`src/rtl/seq_multiplier_taint_if.sv`:
```
`default_nettype none
// ============================================================================
// Module   : seq_multiplier_taint_if
// Brief    : Start/done handshake, operands, result and shadow-taint bundle
//            for the taint-tracking sequential multiplier.
// Revision : 1.0 - initial release
// ============================================================================
interface seq_multiplier_taint_if #(
    parameter int WIDTH = 8
);
    logic                 start;
    logic                 start_t;
    logic                 signed_mode;
    logic                 signed_mode_t;
    logic [WIDTH-1:0]     multiplicand;
    logic [WIDTH-1:0]     multiplicand_t;
    logic [WIDTH-1:0]     multiplier;
    logic [WIDTH-1:0]     multiplier_t;
    logic                 busy;
    logic                 done;
    logic                 done_t;
    logic [2*WIDTH-1:0]   product;
    logic [2*WIDTH-1:0]   product_t;

    modport master (
        output start, start_t, signed_mode, signed_mode_t,
        output multiplicand, multiplicand_t, multiplier, multiplier_t,
        input  busy, done, done_t, product, product_t
    );

    modport slave (
        input  start, start_t, signed_mode, signed_mode_t,
        input  multiplicand, multiplicand_t, multiplier, multiplier_t,
        output busy, done, done_t, product, product_t
    );
endinterface
`default_nettype wire

```
`src/rtl/seq_multiplier_taint.sv`:
```
`default_nettype none
// ============================================================================
// Module   : seq_multiplier_taint
// Brief    : Shift-add multiplier (unsigned / two's-complement) with
//            conservative bit-level taint propagation through the datapath.
// Revision : 1.0 - initial release
// ============================================================================
module seq_multiplier_taint #(
    parameter int WIDTH = 8
) (
    input  wire logic               clk,
    input  wire logic               rst,
    seq_multiplier_taint_if.slave   bus
);
    localparam int                c_CW   = $clog2(WIDTH);
    localparam logic [c_CW-1:0]   c_LAST = c_CW'(WIDTH - 1);

    typedef enum logic [1:0] {
        S_IDLE = 2'd0,
        S_RUN  = 2'd1,
        S_DONE = 2'd2
    } state_t;

    state_t               r_state;
    state_t               w_state_next;

    logic [WIDTH-1:0]     r_a;
    logic [WIDTH-1:0]     r_a_t;
    logic [WIDTH-1:0]     r_b;
    logic [WIDTH-1:0]     r_b_t;
    logic                 r_signed;
    logic                 r_ctl_t;
    logic [2*WIDTH:0]     r_acc;
    logic [2*WIDTH:0]     r_acc_t;
    logic [c_CW-1:0]      r_count;
    logic [2*WIDTH-1:0]   r_product;
    logic [2*WIDTH-1:0]   r_product_t;

    logic                 w_accept;
    logic                 w_last;
    logic                 w_bit;
    logic                 w_bit_t;
    logic [WIDTH:0]       w_ext_a;
    logic [WIDTH:0]       w_ext_at;
    logic [WIDTH:0]       w_upper;
    logic [WIDTH:0]       w_taint_or;
    logic [WIDTH:0]       w_prefix;
    logic [WIDTH:0]       w_upper_t;
    logic [2*WIDTH:0]     w_acc_mod;
    logic [2*WIDTH:0]     w_acc_next;
    logic [2*WIDTH:0]     w_acct_mod;
    logic [2*WIDTH:0]     w_acct_next;

    assign w_accept = bus.start && ((r_state == S_IDLE) || (r_state == S_DONE));
    assign w_last   = (r_state == S_RUN) && (r_count == c_LAST);

    // ------------------------------------------------------------------------
    // Controller
    // ------------------------------------------------------------------------
    always_ff @(posedge clk or posedge rst) begin
        if (rst) begin
            r_state <= S_IDLE;
        end else begin
            r_state <= w_state_next;
        end
    end

    always_comb begin
        w_state_next = r_state;
        case (r_state)
            S_IDLE:  if (bus.start) w_state_next = S_RUN;
            S_RUN:   if (w_last)    w_state_next = S_DONE;
            S_DONE:  w_state_next = bus.start ? S_RUN : S_IDLE;
            default: w_state_next = S_IDLE;
        endcase
    end

    // ------------------------------------------------------------------------
    // One iteration of the datapath and its taint shadow
    // ------------------------------------------------------------------------
    always_comb begin
        w_ext_a  = {r_signed & r_a[WIDTH-1],   r_a};
        w_ext_at = {r_signed & r_a_t[WIDTH-1], r_a_t};
        w_bit    = r_b[r_count];
        w_bit_t  = r_b_t[r_count];

        // The final signed step carries negative weight, hence the subtract.
        w_upper = r_acc[2*WIDTH:WIDTH];
        if (w_bit) begin
            if (r_signed && (r_count == c_LAST)) begin
                w_upper = r_acc[2*WIDTH:WIDTH] - w_ext_a;
            end else begin
                w_upper = r_acc[2*WIDTH:WIDTH] + w_ext_a;
            end
        end
        w_acc_mod = {w_upper, r_acc[WIDTH-1:0]};
        if (r_signed) begin
            w_acc_next = $signed(w_acc_mod) >>> 1;
        end else begin
            w_acc_next = w_acc_mod >> 1;
        end

        // Any tainted addend bit may influence every carry above it.
        w_taint_or  = r_acc_t[2*WIDTH:WIDTH] | w_ext_at;
        w_prefix    = '0;
        w_prefix[0] = w_taint_or[0];
        for (int i = 1; i <= WIDTH; i++) begin
            w_prefix[i] = w_prefix[i-1] | w_taint_or[i];
        end

        w_upper_t = r_acc_t[2*WIDTH:WIDTH];
        if (w_bit_t) begin
            w_upper_t = '1;
        end else if (w_bit) begin
            w_upper_t = w_prefix;
        end
        w_acct_mod = {w_upper_t, r_acc_t[WIDTH-1:0]};
        if (r_signed) begin
            w_acct_next = $signed(w_acct_mod) >>> 1;
        end else begin
            w_acct_next = w_acct_mod >> 1;
        end
    end

    // ------------------------------------------------------------------------
    // Operand, accumulator and result registers
    // ------------------------------------------------------------------------
    always_ff @(posedge clk or posedge rst) begin
        if (rst) begin
            r_a         <= '0;
            r_a_t       <= '0;
            r_b         <= '0;
            r_b_t       <= '0;
            r_signed    <= 1'b0;
            r_ctl_t     <= 1'b0;
            r_acc       <= '0;
            r_acc_t     <= '0;
            r_count     <= '0;
            r_product   <= '0;
            r_product_t <= '0;
        end else if (w_accept) begin
            r_a      <= bus.multiplicand;
            r_a_t    <= bus.multiplicand_t;
            r_b      <= bus.multiplier;
            r_b_t    <= bus.multiplier_t;
            r_signed <= bus.signed_mode;
            r_ctl_t  <= bus.start_t | bus.signed_mode_t;
            r_acc    <= '0;
            r_acc_t  <= '0;
            r_count  <= '0;
        end else if (r_state == S_RUN) begin
            r_acc   <= w_acc_next;
            r_acc_t <= w_acct_next;
            r_count <= r_count + 1'b1;
            if (w_last) begin
                r_product   <= w_acc_next[2*WIDTH-1:0];
                r_product_t <= r_ctl_t ? '1 : w_acct_next[2*WIDTH-1:0];
            end
        end
    end

    assign bus.busy      = (r_state == S_RUN);
    assign bus.done      = (r_state == S_DONE);
    assign bus.done_t    = (r_state == S_DONE) && r_ctl_t;
    assign bus.product   = r_product;
    assign bus.product_t = r_product_t;

endmodule
`default_nettype wire

```
`src/flat_wrapper.sv`:
```
// flat-port wrapper written by rule: the top's interface ports become plain ports
module seq_multiplier_taint_flat 
#(
    parameter int WIDTH = 8
)
  (clk, rst, bus_start, bus_start_t, bus_signed_mode, bus_signed_mode_t, bus_multiplicand, bus_multiplicand_t, bus_multiplier, bus_multiplier_t, bus_busy, bus_done, bus_done_t, bus_product, bus_product_t);
  seq_multiplier_taint_if #(.WIDTH(WIDTH)) bus_i ();
  input  wire logic clk;
  input  wire logic rst;
  input wire logic [$bits(bus_i.start)-1:0] bus_start;
  input wire logic [$bits(bus_i.start_t)-1:0] bus_start_t;
  input wire logic [$bits(bus_i.signed_mode)-1:0] bus_signed_mode;
  input wire logic [$bits(bus_i.signed_mode_t)-1:0] bus_signed_mode_t;
  input wire logic [$bits(bus_i.multiplicand)-1:0] bus_multiplicand;
  input wire logic [$bits(bus_i.multiplicand_t)-1:0] bus_multiplicand_t;
  input wire logic [$bits(bus_i.multiplier)-1:0] bus_multiplier;
  input wire logic [$bits(bus_i.multiplier_t)-1:0] bus_multiplier_t;
  output wire logic [$bits(bus_i.busy)-1:0] bus_busy;
  output wire logic [$bits(bus_i.done)-1:0] bus_done;
  output wire logic [$bits(bus_i.done_t)-1:0] bus_done_t;
  output wire logic [$bits(bus_i.product)-1:0] bus_product;
  output wire logic [$bits(bus_i.product_t)-1:0] bus_product_t;
  assign bus_i.start = bus_start;
  assign bus_i.start_t = bus_start_t;
  assign bus_i.signed_mode = bus_signed_mode;
  assign bus_i.signed_mode_t = bus_signed_mode_t;
  assign bus_i.multiplicand = bus_multiplicand;
  assign bus_i.multiplicand_t = bus_multiplicand_t;
  assign bus_i.multiplier = bus_multiplier;
  assign bus_i.multiplier_t = bus_multiplier_t;
  assign bus_busy = bus_i.busy;
  assign bus_done = bus_i.done;
  assign bus_done_t = bus_i.done_t;
  assign bus_product = bus_i.product;
  assign bus_product_t = bus_i.product_t;
  seq_multiplier_taint #(.WIDTH(WIDTH)) u_core (.clk(clk), .rst(rst), .bus(bus_i));
endmodule
```
`config.mk`:
```
export PLATFORM = sky130hd
export DESIGN_NAME = seq_multiplier_taint_flat
export DESIGN_NICKNAME = d
export VERILOG_FILES = /design/src/rtl/seq_multiplier_taint_if.sv /design/src/rtl/seq_multiplier_taint.sv /design/src/flat_wrapper.sv
export SDC_FILE = /design/constraint.sdc
export NUM_CORES = 1
export LEC_CHECK = 0
export CORE_MARGIN = 4
export CORE_UTILIZATION = 50
export DETAILED_ROUTE_END_ITERATION = 16
export PLACE_DENSITY = 0.75
export SYNTH_ARGS = -nofsm -noshare
export SYNTH_HDL_FRONTEND = slang
export SYNTH_SLANG_ARGS = --single-unit
```
`constraint.sdc`:
```
create_clock -name clk -period 8.1 [get_ports clk]
set_input_delay 1.62 -clock clk [delete_from_list [all_inputs] [get_ports clk]]
set_output_delay 1.62 -clock clk [all_outputs]
set_load 0.02 [all_outputs]
```
==> metrics <==
largest cells by area after synthesis dfrtp_1 (55%), nand2_1 (13%), o21ai_0 (4.0%); post-synth top area cell dfrtp_1; antenna-violating nets left 0; post-cts sizing count 0; pin count of the biggest net entering global routing 79; Die Width 104 um; Final #Nets 593; antenna violations before repair 0; synthesized area 0.00465 mm^2; GRT Total Usage 0.182; cell family with most CP delay buffers and inverters; initial core utilization 0.523; Fin. Hold Viols 0; commonest non-fill, non-tap cell in the layout nand2_1; Post-Syn Nets 530; die extent in y 104 um; crit start category register; Crit Path Category register to output pin; DP HPWL 6.67 mm; wire per inst 14.6 um; CP max-delay cell clkdlybuf4s50_1; global-route wire length before repair 16.2 mm; Synth cell types 43; DP Area 0.00545 mm^2; hold crit path type register to register; Crit Path Max Fanout 27; VDD IR max 0.000167 V; First-pass DRT Iterations 4; clock tree buffer depth 2; status finished, final reports clean; clk sink count 103; CP arrival 2.32 ns; endpoint type of the worst setup path output pin; Post-CTS Setup Bufs 0; H-tree depth 3; Syn. warnings 0; leakage 2.56 nW; Post-synth EDFFs 0; Core Area 0.00889 mm^2; final worst path period share 0.487; Fin Hold WS 0.478 ns; Pwr Density 436 mW/mm^2; share of layout cells above drive strength 1 0.0693; Slew Viols, Final 0; Power Total 2.45 mW; TritonCTS clock tree yes; Seq cells post-synth 103; number of DRC markers in iteration 0 236; Post-Synthesis Cells 480; die area 0.0109 mm^2; PortBufs 72; Inserted Diodes 0; slowest cell delay on critical path 0.71 ns; hold_buf cts 0; Overflow after GRT 0; max-slew headroom at the worst pin 0.300; Synth top area share 0.555; clock skew 0.0154 ns; Synth Area per Inst 9.68 um^2; Finished Cell Area 0.00563 mm^2; DRC Markers 0; worst-path cell chain nand2b_1, inv_2, clkdlybuf4s50_1; vias in the first global route 3409; Bufs and invs on worst path 2; crit path time final 3.94 ns; FP Rows 34; max frequency 254 MHz; Area Overhead vs Synth 21.1%; RSZ-0062 raised after global routing no; sum of negative setup slack 0 ns; IO Pins 73; clock-pin transition on the worst setup and hold timing paths 0.10 ns; async set or reset register ratio after synthesis 1.00; gpl congestion 0.803; most frequent cells in the layout nand2_1 (158), dfrtp_1 (103), clkdlybuf4s50_1 (72); root buf cell clkbuf_8; Post-Route Utilization 0.633; Worst Tran Pin Value 1.05 ns; via total after detailed routing 3530; post-synthesis sequential area ratio 0.555; Num CTS Buffers 9; Setup-failing EPs final 0; Max Cap Violations 0; clk_lat worst skew 0.36 ns; via/cell ratio 5.38; Worst Path Required 6.48 ns; WL final 9.57 mm; Synth Flop Type dfrtp_1
[metal layers]
metal	part of all wire	vias up	wire, um	track usage
met3	0.057	4	546	0.0341
met4	0.0074	0	71	0.0570
li1	-	1745	-	-
met2	0.44	90	4230	0.278
met5	0	-	0	0
met1	0.49	1691	4710	0.264
[cell type report]
type | count | area, um^2
clock buffers | 9 | 124
clock inverters | 7 | 58.8
fillers | 747 | 3260
inverters | 8 | 32.5
multi-input cells | 345 | 1950
flip-flops and latches | 103 | 2580
well taps | 108 | 135
repair buffers | 76 | 751
[cells by family after synthesis]
kind of cell / Yosys count / share of synthesized area
xor+xnor: 12 / 0.0226
fa+ha+maj: 12 / 0.0339
mux: 14 / 0.0436
buf+inv: 32 / 0.0267
flops: 103 / 0.555
compound gates: 105 / 0.137
simple gates: 202 / 0.181
[report_power, final]
group / internal (mW) / switching [mW] / total (mW) / leakage, nW
registers: 0.741 / 0.178 / 0.918 / 1.23
clock network: 0.118 / 0.185 / 0.303 / 0.0929
logic: 0.554 / 0.678 / 1.23 / 1.24
[registers in the layout, indices dropped and copies added (netlist names)]
name                  cells
u_core.bus.product       16
u_core.bus.product_t     16
u_core.r_acc             16
u_core.r_acc_t           16
u_core.r_a                8
u_core.r_a_t              8
u_core.r_b                8
u_core.r_b_t              8
u_core.r_count            3
u_core.r_state            2
u_core.r_ctl_t            1
u_core.r_signed           1
[synth_stat cells, drive strengths merged, types with 2 or more instances]
cell,number
a31oi,2
mux4,4
a211oi,3
clkbuf,20
or3,6
inv,7
mux2,4
nor2,18
a21o,3
nor3,4
o22a,2
buf,4
dfrtp,103
ha,11
and2,2
or4,2
mux2i,6
xnor2,9
nor2b,4
nand3,3
xor2,3
o21ai,39
a21oi,34
nand2b,4
a22o,15
nand2,158
[tightest hold or removal path: cells and delay by family, from the launching register on]
family	cells	cell delay (ns)
flops	1	0.35
simple gates	2	0.10
[worst paths after layout]
check / cells after the start / startpoint / to / slack, ns
max: 3 / u_core.r_state[0] / bus_busy / 4.16
min: 2 / u_core.r_b[7] / u_core.r_b[7] / 0.48
max reg2reg: 11 / u_core.r_count[0] / u_core.bus.product[15] / 4.58
min reg2reg: 2 / u_core.r_b[7] / u_core.r_b[7] / 0.48
max in group asynchronous: 3 / rst / u_core.r_b_t[2] / 5.28
min in group asynchronous: 2 / rst / u_core.r_acc[9] / 1.58
[per-stage QoR]
step / instances / worst slack, ns
finish: 656 / 4.16
floorplan: 480 / 3.78
global placement: 640 / 4.51
detailed placement: 640 / 4.44
global route: 656 / 4.02
CTS: 656 / 4.16
(Power assumes the default switching activity.)
